[src/rtl/core_pkg.sv]
// Shared types and helpers for the pipeline control slice: forwarding selects,
// hazard FSM states and the operand-forwarding priority function.
package core_pkg;

  localparam int unsigned REG_ADDR_W = 5;

  typedef enum logic [1:0] {
    FWD_RF  = 2'b00,
    FWD_WB  = 2'b01,
    FWD_MEM = 2'b10
  } fwd_sel_e;

  typedef enum logic [0:0] {
    RUN      = 1'b0,
    MEM_WAIT = 1'b1
  } hz_state_e;

  // Memory-stage result is younger than writeback, so it wins; x0 never forwards.
  function automatic fwd_sel_e fwd_sel(
    input logic [REG_ADDR_W-1:0] rs,
    input logic [REG_ADDR_W-1:0] rd_m,
    input logic [REG_ADDR_W-1:0] rd_w,
    input logic                  wr_m,
    input logic                  wr_w
  );
    if (wr_m && (rs == rd_m) && (rs != '0)) return FWD_MEM;
    if (wr_w && (rs == rd_w) && (rs != '0)) return FWD_WB;
    return FWD_RF;
  endfunction

endpackage

[src/rtl/sat_counter.sv]
// Saturating up-counter with synchronous clear taking priority over increment.
module sat_counter #(
  parameter int unsigned W = 32
) (
  input  logic         clk,
  input  logic         reset,
  input  logic         clr,
  input  logic         inc,
  output logic [W-1:0] count
);

  logic [W-1:0] r_count;

  always_ff @(posedge clk or negedge reset) begin
    if (!reset) begin
      r_count <= '0;
    end else if (clr) begin
      r_count <= '0;
    end else if (inc && (r_count != {W{1'b1}})) begin
      r_count <= r_count + W'(1);
    end
  end

  assign count = r_count;

endmodule

[src/rtl/hazard_unit.sv]
// Pipeline hazard unit: operand forwarding, load-use/branch stall and flush,
// data-memory wait FSM with timeout, and stall/flush performance counters.
module hazard_unit
  import core_pkg::*;
#(
  parameter int unsigned MEM_TIMEOUT = 16,
  parameter int unsigned CNT_W       = 32
) (
  input  logic                  clk,
  input  logic                  reset,
  input  logic [REG_ADDR_W-1:0] Rs1D,
  input  logic [REG_ADDR_W-1:0] Rs2D,
  input  logic [REG_ADDR_W-1:0] Rs1E,
  input  logic [REG_ADDR_W-1:0] Rs2E,
  input  logic [REG_ADDR_W-1:0] RdE,
  input  logic [REG_ADDR_W-1:0] RdM,
  input  logic [REG_ADDR_W-1:0] RdW,
  input  logic                  RegWriteM,
  input  logic                  RegWriteW,
  input  logic                  ResultSrcEb0,
  input  logic                  PCSrcE,
  input  logic                  MemReqM,
  input  logic                  MemReadyM,
  input  logic                  CntClr,
  output logic [1:0]            ForwardAE,
  output logic [1:0]            ForwardBE,
  output logic                  StallF,
  output logic                  StallD,
  output logic                  StallE,
  output logic                  StallM,
  output logic                  FlushD,
  output logic                  FlushE,
  output logic                  FlushW,
  output logic                  MemErr,
  output logic [CNT_W-1:0]      StallCnt,
  output logic [CNT_W-1:0]      FlushCnt
);

  localparam int unsigned TO_W = $clog2(MEM_TIMEOUT + 1);

  hz_state_e       r_state, w_state_nxt;
  logic [TO_W-1:0] r_to_cnt, w_to_cnt_nxt;
  logic            r_mem_err, w_mem_err_nxt;
  logic            w_lw_stall;
  logic            w_stall_f, w_stall_d, w_stall_e, w_stall_m;
  logic            w_flush_d, w_flush_e, w_flush_w;
  fwd_sel_e        w_fwd_a, w_fwd_b;

  assign w_fwd_a    = fwd_sel(Rs1E, RdM, RdW, RegWriteM, RegWriteW);
  assign w_fwd_b    = fwd_sel(Rs2E, RdM, RdW, RegWriteM, RegWriteW);
  assign w_lw_stall = ResultSrcEb0 && (RdE != '0) && ((Rs1D == RdE) || (Rs2D == RdE));

  always_ff @(posedge clk or negedge reset) begin
    if (!reset) begin
      r_state   <= RUN;
      r_to_cnt  <= '0;
      r_mem_err <= 1'b0;
    end else begin
      r_state   <= w_state_nxt;
      r_to_cnt  <= w_to_cnt_nxt;
      r_mem_err <= w_mem_err_nxt;
    end
  end

  // Next state and stage controls; the entry and exit cycles of a memory wait
  // both drive the full stall so the pipeline freezes with zero latency.
  always_comb begin
    w_state_nxt   = r_state;
    w_to_cnt_nxt  = r_to_cnt;
    w_mem_err_nxt = r_mem_err;
    w_stall_f     = 1'b0;
    w_stall_d     = 1'b0;
    w_stall_e     = 1'b0;
    w_stall_m     = 1'b0;
    w_flush_d     = 1'b0;
    w_flush_e     = 1'b0;
    w_flush_w     = 1'b0;
    case (r_state)
      RUN: begin
        if (MemReqM && !MemReadyM) begin
          w_state_nxt  = MEM_WAIT;
          w_to_cnt_nxt = TO_W'(1);
          w_stall_f    = 1'b1;
          w_stall_d    = 1'b1;
          w_stall_e    = 1'b1;
          w_stall_m    = 1'b1;
          w_flush_w    = 1'b1;
        end else begin
          w_stall_f = w_lw_stall;
          w_stall_d = w_lw_stall;
          w_flush_d = PCSrcE;
          w_flush_e = w_lw_stall || PCSrcE;
        end
      end
      MEM_WAIT: begin
        if (!MemReadyM && (r_to_cnt == TO_W'(MEM_TIMEOUT))) begin
          w_state_nxt   = RUN;
          w_to_cnt_nxt  = '0;
          w_mem_err_nxt = 1'b1;
          w_flush_w     = 1'b1;
        end else begin
          if (MemReadyM) begin
            w_state_nxt  = RUN;
            w_to_cnt_nxt = '0;
          end else begin
            w_to_cnt_nxt = r_to_cnt + TO_W'(1);
          end
          w_stall_f = 1'b1;
          w_stall_d = 1'b1;
          w_stall_e = 1'b1;
          w_stall_m = 1'b1;
          w_flush_w = 1'b1;
        end
      end
      default: ;
    endcase
  end

  // While reset is held every stage is bubbled and nothing forwards.
  assign ForwardAE = reset ? w_fwd_a : FWD_RF;
  assign ForwardBE = reset ? w_fwd_b : FWD_RF;
  assign StallF    = reset & w_stall_f;
  assign StallD    = reset & w_stall_d;
  assign StallE    = reset & w_stall_e;
  assign StallM    = reset & w_stall_m;
  assign FlushD    = ~reset | w_flush_d;
  assign FlushE    = ~reset | w_flush_e;
  assign FlushW    = ~reset | w_flush_w;
  assign MemErr    = r_mem_err;

  sat_counter #(.W(CNT_W)) u_stall_cnt (
    .clk   (clk),
    .reset (reset),
    .clr   (CntClr),
    .inc   (StallF),
    .count (StallCnt)
  );

  sat_counter #(.W(CNT_W)) u_flush_cnt (
    .clk   (clk),
    .reset (reset),
    .clr   (CntClr),
    .inc   (FlushD),
    .count (FlushCnt)
  );

endmodule

[config.mk]
export PLATFORM = sky130hd
export DESIGN_NAME = hazard_unit
export DESIGN_NICKNAME = d
export VERILOG_FILES = /design/src/rtl/core_pkg.sv /design/src/rtl/sat_counter.sv /design/src/rtl/hazard_unit.sv
export SDC_FILE = /design/constraint.sdc
export NUM_CORES = 1
export LEC_CHECK = 0
export CORE_MARGIN = 4
export CORE_UTILIZATION = 53
export CTS_CLUSTER_SIZE = 8
export DETAILED_ROUTE_END_ITERATION = 10
export PLACE_DENSITY = 0.87
export SLEW_MARGIN = 20
export SYNTH_ARGS = -nofsm -noshare
export SYNTH_HDL_FRONTEND = slang
export SYNTH_SLANG_ARGS = --single-unit
[constraint.sdc]
create_clock -name clk -period 6 [get_ports clk]
set_input_delay 1.8 -clock clk [delete_from_list [all_inputs] [get_ports clk]]
set_output_delay 1.8 -clock clk [all_outputs]
set_load 0.1 [all_outputs]
After elaboration in Yosys (flattened, before gate mapping)
Cells that the tools add are included.
- bits in registers: 71
- latch bits: 0
- RAM bits: 0
- memory bits (read-only): 0
- input port bits: 44
- memories kept: 0
- add/sub/neg operators: 3
- $mul: 0
- div/mod/pow operators: 0
- order comparisons: 0
- equality and inequality tests: 10
- shifts and indexed selects: 0
- mux-type cells: 37
- bitwise operators: 7
- reduce and logical (&&, ||, !) cells: 23
- operator list (operator ; number):
    $mux W32 ; 4
    $add A32 B1 Y32 const B ; 2
    $ne A32 B32 Y1 const B ; 2
    $eq A5 B5 Y1 ; 6
    $mux W2 ; 10
    $mux W1 ; 15
    $mux W5 ; 3
    $reduce_bool A5 Y1 ; 3
    $logic_and A1 B1 Y1 ; 14
    $pmux W5 S2 ; 1
    $pmux W1 S2 ; 4
    $add A5 B1 Y5 const B ; 1
    $eq A5 B5 Y1 const B ; 1
    $reduce_bool A2 Y1 ; 2
    $or A1 B1 Y1 ; 3
    $and A1 B1 Y1 ; 2
    $logic_or A1 B1 Y1 ; 2
    $ne A2 B2 Y1 const B ; 1
    $not A1 Y1 ; 2
    $reduce_and A2 Y1 ; 1
    $logic_not A1 Y1 ; 1

Logic depth before layout (Yosys ltp)
Gate-level depths: netlist of the first run.
- depth in word-level cells: 9
- mapped depth: 10
- mapped depth without buffers: 9

Modules after synthesis
From an unflattened synthesis of the first run, not the netlist that was laid out.
- cells, all modules: 500
- area total of the unflattened synthesis: 4569.4 µm²
- by module, submodules not included (module ; instances ; cells each ; area each (µm²) ; sequential area each (µm²)):
    sat_counter ; 2 ; 198 ; 1854.3 ; 800.8
    hazard_unit ; 1 ; 104 ; 860.8 ; 175.2

Least setup slack after synthesis of the first run
Ideal clock, no wire load.
- path type: input port to output port
- start point: in Rs1E[1]
- end point: out ForwardAE[0]
- arrival time: 5.408 ns
- data required time: 4.200 ns
- slack: -1.208 ns
- stages: 4
- path buffers: 0
- cells stage by stage: or4_1 -> nor2_1 -> nor4_1 -> nor4_1
- cells in the longest elaborated chain, start to end: 8
- RTL lines (element ; RTL line ; RTL):
    start: declaration ; hazard_unit.sv:13 ; input logic [REG_ADDR_W-1:0] Rs1E,
    $eq A5 B5 Y1 ; core_pkg.sv:27 ; if (wr_w && (rs == rd_w) && (rs != '0)) return FWD_WB;
    $logic_and A1 B1 Y1 (2 in a row) ; core_pkg.sv:27 ;
    $mux W1 (2 in a row) ; core_pkg.sv:27 ;
    $mux W2 ; core_pkg.sv:28 ; return FWD_RF;
    $mux W2 (*) ; core_pkg.sv:27 ;
    $mux W2 (*) ; hazard_unit.sv:120 ; assign ForwardAE = reset ? w_fwd_a : FWD_RF;
    end: declaration ; hazard_unit.sv:25 ; output logic [1:0] ForwardAE,
Every way passes the cells marked *; elsewhere a longest branch is shown, timed or not. The select of a mux whose other input is x is not followed.

Worst setup path after layout of the first run
- start point: in RdE[1]
- end point: out StallD
- cells in the longest elaborated chain, start to end: 6
- RTL lines (element ; RTL line ; RTL):
    start: declaration ; hazard_unit.sv:15 ; input logic [REG_ADDR_W-1:0] RdE,
    $eq A5 B5 Y1 or $reduce_bool A5 Y1 (tied branches) ; hazard_unit.sv:51 ; assign w_lw_stall = ResultSrcEb0 && (RdE != '0) && ((Rs1D == RdE) || (Rs2D == RdE));
    $logic_or A1 B1 Y1 or $logic_and A1 B1 Y1 (tied branches) ; hazard_unit.sv:51 ;
    $logic_and A1 B1 Y1 (*) ; hazard_unit.sv:51 ;
    $mux W1 (*) ; hazard_unit.sv:80 ; if (MemReqM && !MemReadyM) begin
    $pmux W1 S2 (*) ; hazard_unit.sv:78 ; case (r_state)
    $and A1 B1 Y1 (*) ; hazard_unit.sv:123 ; assign StallD = reset & w_stall_d;
    end: declaration ; hazard_unit.sv:28 ; output logic StallD,
Every way passes the cells marked *; elsewhere a longest branch is shown, timed or not.

==> run metrics, run 1 <==
status finished clean; crit path launch type primary input; most frequent cells in the layout sky130_fd_sc_hd__clkdlybuf4s50_1 (106), sky130_fd_sc_hd__dfrtp_1 (71), sky130_fd_sc_hd__nor2_1 (50); number of port buffers 119; minimum clock period after layout 5.550 ns; top flip-flop cell by instance count after synthesis sky130_fd_sc_hd__dfrtp_1; gate family responsible for the most delay along the worst path buffers and inverters; number of warnings reported in the yosys synthesis log 0; per-cell via count in the routed design 6.043; Synth async-reset ratio 1.000; Netlist cell types 54; cell leakage power 2.218 nW; VDD IR max 0.1421 mV; combined area of all synthesized cells 0.004432 mm^2; Power Density 204.8 mW/mm^2; average detailed-routed wire length per instance 17.46 um; critical path endpoint category primary output; Worst path slowest cell sky130_fd_sc_hd__or4_1; Setup CP Type primary input to primary output; Clock Path Buffers 2; total CTS buffers 9; number of antenna violations at the first check in global routing 0; die width 99.44 um; total grt overflow 0; placeable core region 0.008175 mm^2; clock tree from TritonCTS done; clk sinks 71; initial standard-cell utilization of the core 0.5421; worst setup timing slack at the placement stage 0.4508 ns; longest individual stage delay on the worst path 0.56 ns; Buf+Inv Stages, Crit Path 3; flop-to-flop setup slack 3.42 ns; pin count of the biggest net entering global routing 70; clock network latency to the later pin of the worst-skew pair 0.34 ns; critical path, cell by cell clkdlybuf4s50_1, or4_1, o21ai_1, nor2_1, a21oi_4, inv_1, buf_12; detailed router's first-iteration violation count 253; synthesis-to-layout area growth 36.48%; maximum clock frequency 180.2 MHz; synthesized area divided by synthesized cell count 8.971 um^2; number of rows created at floorplan 33; number of ports placed on the die boundary 120; most common cell after layout, fill and taps aside sky130_fd_sc_hd__clkdlybuf4s50_1; crit share post-route 0.9250; fraction of final layout cells sized beyond drive strength 1 0.08660; drc violations 0; worst hold-check path type flop to flop; register area share after synthesis 0.4009; number of filler cells placed in the layout 583; cell area after layout 0.006048 mm^2; GRT Total Usage 0.2609; Max H-tree Level 3; Worst-Margin Slew 1.028 ns; worst slew margin relative to its limit 0.3123; Die ar. 0.009888 mm^2; total number of vias 4333; EDFF count, synth 0; die height 99.44 um; number of detailed-routing iterations run before antenna repair 4; first-pass GRT wire length 21.13 mm; wire length after detailed routing 12.52 mm; number of setup buffers added after CTS 0; final count of pins violating max slew 0; post-route ant nets 0; Fin Clk Skew 0.005520 ns; syn nets 542; Net count, final 655; via count of the first global-routing pass 4360; number of hold violations in the final report 0; count of state elements after synthesis 71; synthesized instance count 494; WP data required 4.20 ns; max-cap viol count 0; half-perimeter wire length after detailed placement 9.020 mm; antenna fix cells 0; RSZ-0062 raised after global routing false; Worst Slack Setup Final 0.4502 ns; maximum net fanout on the critical path 4; Root Buffer sky130_fd_sc_hd__clkbuf_8; number of buffers added to fix hold violations after cts 0; count of endpoints failing setup in the final report 0; final weighted congestion of routability-driven global placement 0.8863; data arrival time at the worst-slack endpoint 3.75 ns; post-cts repair resize count 0; CTS clk-pin slew, worst paths 0.07 ns; Placement Cell Area 0.005794 mm^2
[power by group]
group | switching [mW] | internal, mW | leakage [nW]
Sequential | 0.0190 | 0.491 | 0.984
Combinational | 0.176 | 0.0923 | 1.11
Clock | 0.180 | 0.280 | 0.123
Total | 0.375 | 0.864 | 2.22
[registers in the layout (all words and copies together) (netlist names)]
name / cells
u_flush_cnt.count: 32
r_to_cnt: 5
u_stall_cnt.count: 32
r_state: 1
MemErr: 1
[cells by family (layout without fill, tap and decap cells)]
family,Yosys count,in the layout,share of synthesized area
AND/OR/NAND/NOR,246,246,0.3137
AO/OA/AOI/OAI,74,74,0.1047
flip-flops,71,71,0.4009
XOR/XNOR,61,61,0.1206
buffers and inverters,32,150,0.03388
multiplexers,6,6,0.01496
adder cells (fa/ha/maj),4,4,0.01129
[routing by layer]
| metal | share of wire | wire, um | up-vias | track usage |
|---|---|---|---|---|
| li1 | - | - | 2028 | - |
| met5 | 0 | 0 | - | 0 |
| met2 | 0.51 | 6356 | 162 | 0.4385 |
| met1 | 0.41 | 5153 | 2119 | 0.3302 |
| met3 | 0.061 | 759 | 24 | 0.05680 |
| met4 | 0.020 | 248 | 0 | 0.09769 |
[layout make-up]
class                   count  area (um^2)  share of cell area
well taps                 105        131.4             0.02172
repair buffers            124         1310              0.2166
clock inverters             2        60.06            0.009930
multi-input cells         391         2550              0.4216
clock buffers              14        182.7             0.03020
flip-flops and latches     71         1777              0.2938
inverters                  10        37.54            0.006206
[metrics by stage]
| step | util | power (mW) | hold slack, ns | instances | TNS [ns] |
|---|---|---|---|---|---|
| floorplan | - | 0.6823 | 0.4451 | 494 | -0.08527 |
| global placement | 0.7088 | 0.7755 | 0.4614 | 700 | 0 |
| detailed placement | 0.7088 | 0.7866 | 0.4609 | 700 | 0 |
| CTS | 0.7384 | 1.239 | 0.4811 | 716 | 0 |
| global route | 0.7398 | 1.289 | 0.5206 | 717 | 0 |
| finish | 0.7398 | 1.239 | 0.4801 | 717 | 0 |
[synth_stat cells, types with 9 or more instances]
cell type	instances	area, um^2
sky130_fd_sc_hd__or3_1	10	62.56
sky130_fd_sc_hd__xor2_1	17	148.9
sky130_fd_sc_hd__a21oi_1	27	135.1
sky130_fd_sc_hd__nand3_1	26	130.1
sky130_fd_sc_hd__inv_1	10	37.54
sky130_fd_sc_hd__xnor2_1	44	385.4
sky130_fd_sc_hd__nor4_1	15	93.84
sky130_fd_sc_hd__o21ai_0	15	75.07
sky130_fd_sc_hd__nor3_1	13	65.06
sky130_fd_sc_hd__and3_1	12	75.07
sky130_fd_sc_hd__nand4_1	23	143.9
sky130_fd_sc_hd__nor2_1	51	191.4
sky130_fd_sc_hd__nor2b_1	9	56.30
sky130_fd_sc_hd__nand2_1	37	138.9
sky130_fd_sc_hd__o31ai_1	14	105.1
sky130_fd_sc_hd__dfrtp_1	71	1777
sky130_fd_sc_hd__or4_1	18	135.1
sky130_fd_sc_hd__clkbuf_1	12	45.04
[path summary, 6_finish.rpt]
| check | from | end | cells past startpoint |
|---|---|---|---|
| max in group asynchronous | reset | u_stall_cnt.count[12]$_DFFE_PN0P_ | 3 |
| setup / recovery | RdE[1] | StallD | 7 |
| hold reg to reg | MemErr$_DFFE_PN0P_ | MemErr$_DFFE_PN0P_ | 1 |
| setup reg to reg | u_stall_cnt.count[12]$_DFFE_PN0P_ | u_stall_cnt.count[7]$_DFFE_PN0P_ | 6 |
| hold / removal | MemErr$_DFFE_PN0P_ | MemErr$_DFFE_PN0P_ | 1 |
| min in group asynchronous | reset | u_stall_cnt.count[17]$_DFFE_PN0P_ | 2 |
Note: power is estimated with default switching activity, not from simulation.
==> inputs of run 2 (changes only) <==
Settings changed: SLEW_MARGIN 20 to 10.
==> run metrics, run 2 (same netlist as run 1, synthesis figures left out) <==
initial standard-cell utilization of the core 0.5421 (unchanged); maximum net fanout on the critical path 4 (unchanged); post-cts repair resize count 0 (unchanged); Max H-tree Level 3 (unchanged); status finished clean; number of antenna violations at the first check in global routing 0 (unchanged); Clock Path Buffers 2 (unchanged); drc violations 0 (unchanged); number of detailed-routing iterations run before antenna repair 4 (unchanged); share of total power consumed by net switching 0.3028 (unchanged); end of the worst register-to-register path u_stall_cnt.count[7]$_DFFE_PN0P_; maximum clock frequency 180.2 MHz (unchanged); die width 99.44 um (unchanged); Worst-Margin Slew 1.028 ns (unchanged); die height 99.44 um (unchanged); Crit Reg-Reg Startpoint u_stall_cnt.count[12]$_DFFE_PN0P_; CTS clk-pin slew, worst paths 0.07 ns (about the same); Die ar. 0.009888 mm^2 (unchanged); crit share post-route 0.9250 (unchanged); number of port buffers 119 (unchanged); synthesis-to-layout area growth 36.48% (unchanged); number of rows created at floorplan 33 (unchanged); pin count of the biggest net entering global routing 70 (unchanged); final weighted congestion of routability-driven global placement 0.8863 (unchanged); count of endpoints failing setup in the final report 0 (unchanged); Root Buffer sky130_fd_sc_hd__clkbuf_8; final count of pins violating max slew 0 (unchanged); Power Density 204.8 mW/mm^2 (unchanged); number of hold violations in the final report 0 (unchanged); number of buffers added to fix hold violations after cts 0 (unchanged); GRT Total Usage 0.2609 (unchanged); worst hold-check path type flop to flop; worst slew margin relative to its limit 0.3123 (unchanged); worst setup timing slack at the placement stage 0.4508 ns (unchanged); total CTS buffers 9 (unchanged); number of ports placed on the die boundary 120 (unchanged); Placement Cell Area 0.005794 mm^2 (unchanged); origin of the worst setup path RdE[1]; RSZ-0062 raised after global routing false; final cell count without fillers 717 (unchanged); max-cap viol count 0 (unchanged); crit path launch type primary input; fraction of final layout cells sized beyond drive strength 1 0.08660 (unchanged); Logic pwr share 0.217 (about the same); half-perimeter wire length after detailed placement 9.020 mm (unchanged); Worst Reg2Reg Path Length in Cells 6 (unchanged); clock tree from TritonCTS done; first-pass GRT wire length 21.13 mm (unchanged); via count of the first global-routing pass 4360 (unchanged); minimum clock period after layout 5.550 ns (unchanged); number of setup buffers added after CTS 0 (unchanged); WP data required 4.20 ns (about the same); clk sinks 71 (unchanged); end point of the critical path StallD; total number of vias 4333 (unchanged); post-route ant nets 0 (unchanged); setup TNS 0 ns (unchanged); wire length after detailed routing 12.52 mm (unchanged); placeable core region 0.008175 mm^2 (unchanged); switching pwr 0.3751 mW (unchanged); per-cell via count in the routed design 6.043 (unchanged); total grt overflow 0 (unchanged); data arrival time at the worst-slack endpoint 3.75 ns (about the same); worst hold margin 0.4801 ns (unchanged); Internal Power 0.8638 mW (unchanged); flop-to-flop setup slack 3.42 ns (about the same); total design power 1.239 mW (unchanged); most common cell after layout, fill and taps aside sky130_fd_sc_hd__clkdlybuf4s50_1; Net count, final 655 (unchanged); antenna fix cells 0 (unchanged); cell leakage power 2.218 nW (unchanged); clock network power share 0.371 (about the same); critical path endpoint category primary output; clock network latency to the later pin of the worst-skew pair 0.34 ns (about the same); Setup CP Type primary input to primary output; Fin Clk Skew 0.005520 ns (unchanged); most frequent cells in the layout sky130_fd_sc_hd__clkdlybuf4s50_1 (106), sky130_fd_sc_hd__dfrtp_1 (71), sky130_fd_sc_hd__nor2_1 (50); average detailed-routed wire length per instance 17.46 um (unchanged); share of power burned in registers 0.412 (about the same); cell area after layout 0.006048 mm^2 (unchanged); VDD IR max 0.1421 mV (unchanged); Worst Slack Setup Final 0.4502 ns (unchanged); placed cell count 700 (unchanged); final design utilization 0.7398 (unchanged); detailed router's first-iteration violation count 253 (unchanged)
run 2: layout make-up:
| class | count | area (um^2) |
|---|---|---|
| Sequential cell | 71 | 1777 |
| Tap cell | 105 | 131.4 |
| Clock inverter | 2 | 60.06 |
| Inverter | 10 | 37.54 |
| Fill cell | 583 | 2127 |
| Multi-Input combinational cell | 391 | 2550 |
| Timing Repair Buffer | 124 | 1310 |
| Clock buffer | 14 | 182.7 |
run 2: how the worst min path moves through the flow:
stage                                       start                      end  slack (ns)  cells past startpoint
after floorplan           r_to_cnt[4]$_DFFE_PN0P_  r_to_cnt[4]$_DFFE_PN0P_        0.45                      1
after global placement         MemErr$_DFFE_PN0P_       MemErr$_DFFE_PN0P_        0.46                      1
after detailed placement       MemErr$_DFFE_PN0P_       MemErr$_DFFE_PN0P_        0.46                      1
after CTS                      MemErr$_DFFE_PN0P_       MemErr$_DFFE_PN0P_        0.48                      1
after global routing           MemErr$_DFFE_PN0P_       MemErr$_DFFE_PN0P_        0.52                      1
final                          MemErr$_DFFE_PN0P_       MemErr$_DFFE_PN0P_        0.48                      1
run 2: power by group through the flow:
stage / Sequential, mW / Clock, mW / Combinational [mW]
floorplan: 0.540 / 0 / 0.142
global placement: 0.517 / 0 / 0.258
detailed placement: 0.519 / 0 / 0.268
CTS: 0.510 / 0.461 / 0.269
global route: 0.513 / 0.489 / 0.287
finish: 0.510 / 0.460 / 0.268
run 2: metal layers:
| layer | part of all wire | wire [um] | vias up | global-route usage |
|---|---|---|---|---|
| li1 | - | - | 2028 | - |
| met1 | 0.41 | 5153 | 2119 | 0.3302 |
| met2 | 0.51 | 6356 | 162 | 0.4385 |
| met3 | 0.061 | 759 | 24 | 0.05680 |
| met4 | 0.020 | 248 | 0 | 0.09769 |
| met5 | 0 | 0 | - | 0 |
run 2: worst max-delay path: stages:
cell                              delay (ns)
sky130_fd_sc_hd__clkdlybuf4s50_1        0.48
sky130_fd_sc_hd__or4_1                  0.56
sky130_fd_sc_hd__o21ai_1                0.24
sky130_fd_sc_hd__nor2_1                 0.11
sky130_fd_sc_hd__a21oi_4                0.19
sky130_fd_sc_hd__inv_1                  0.16
sky130_fd_sc_hd__buf_12                 0.20
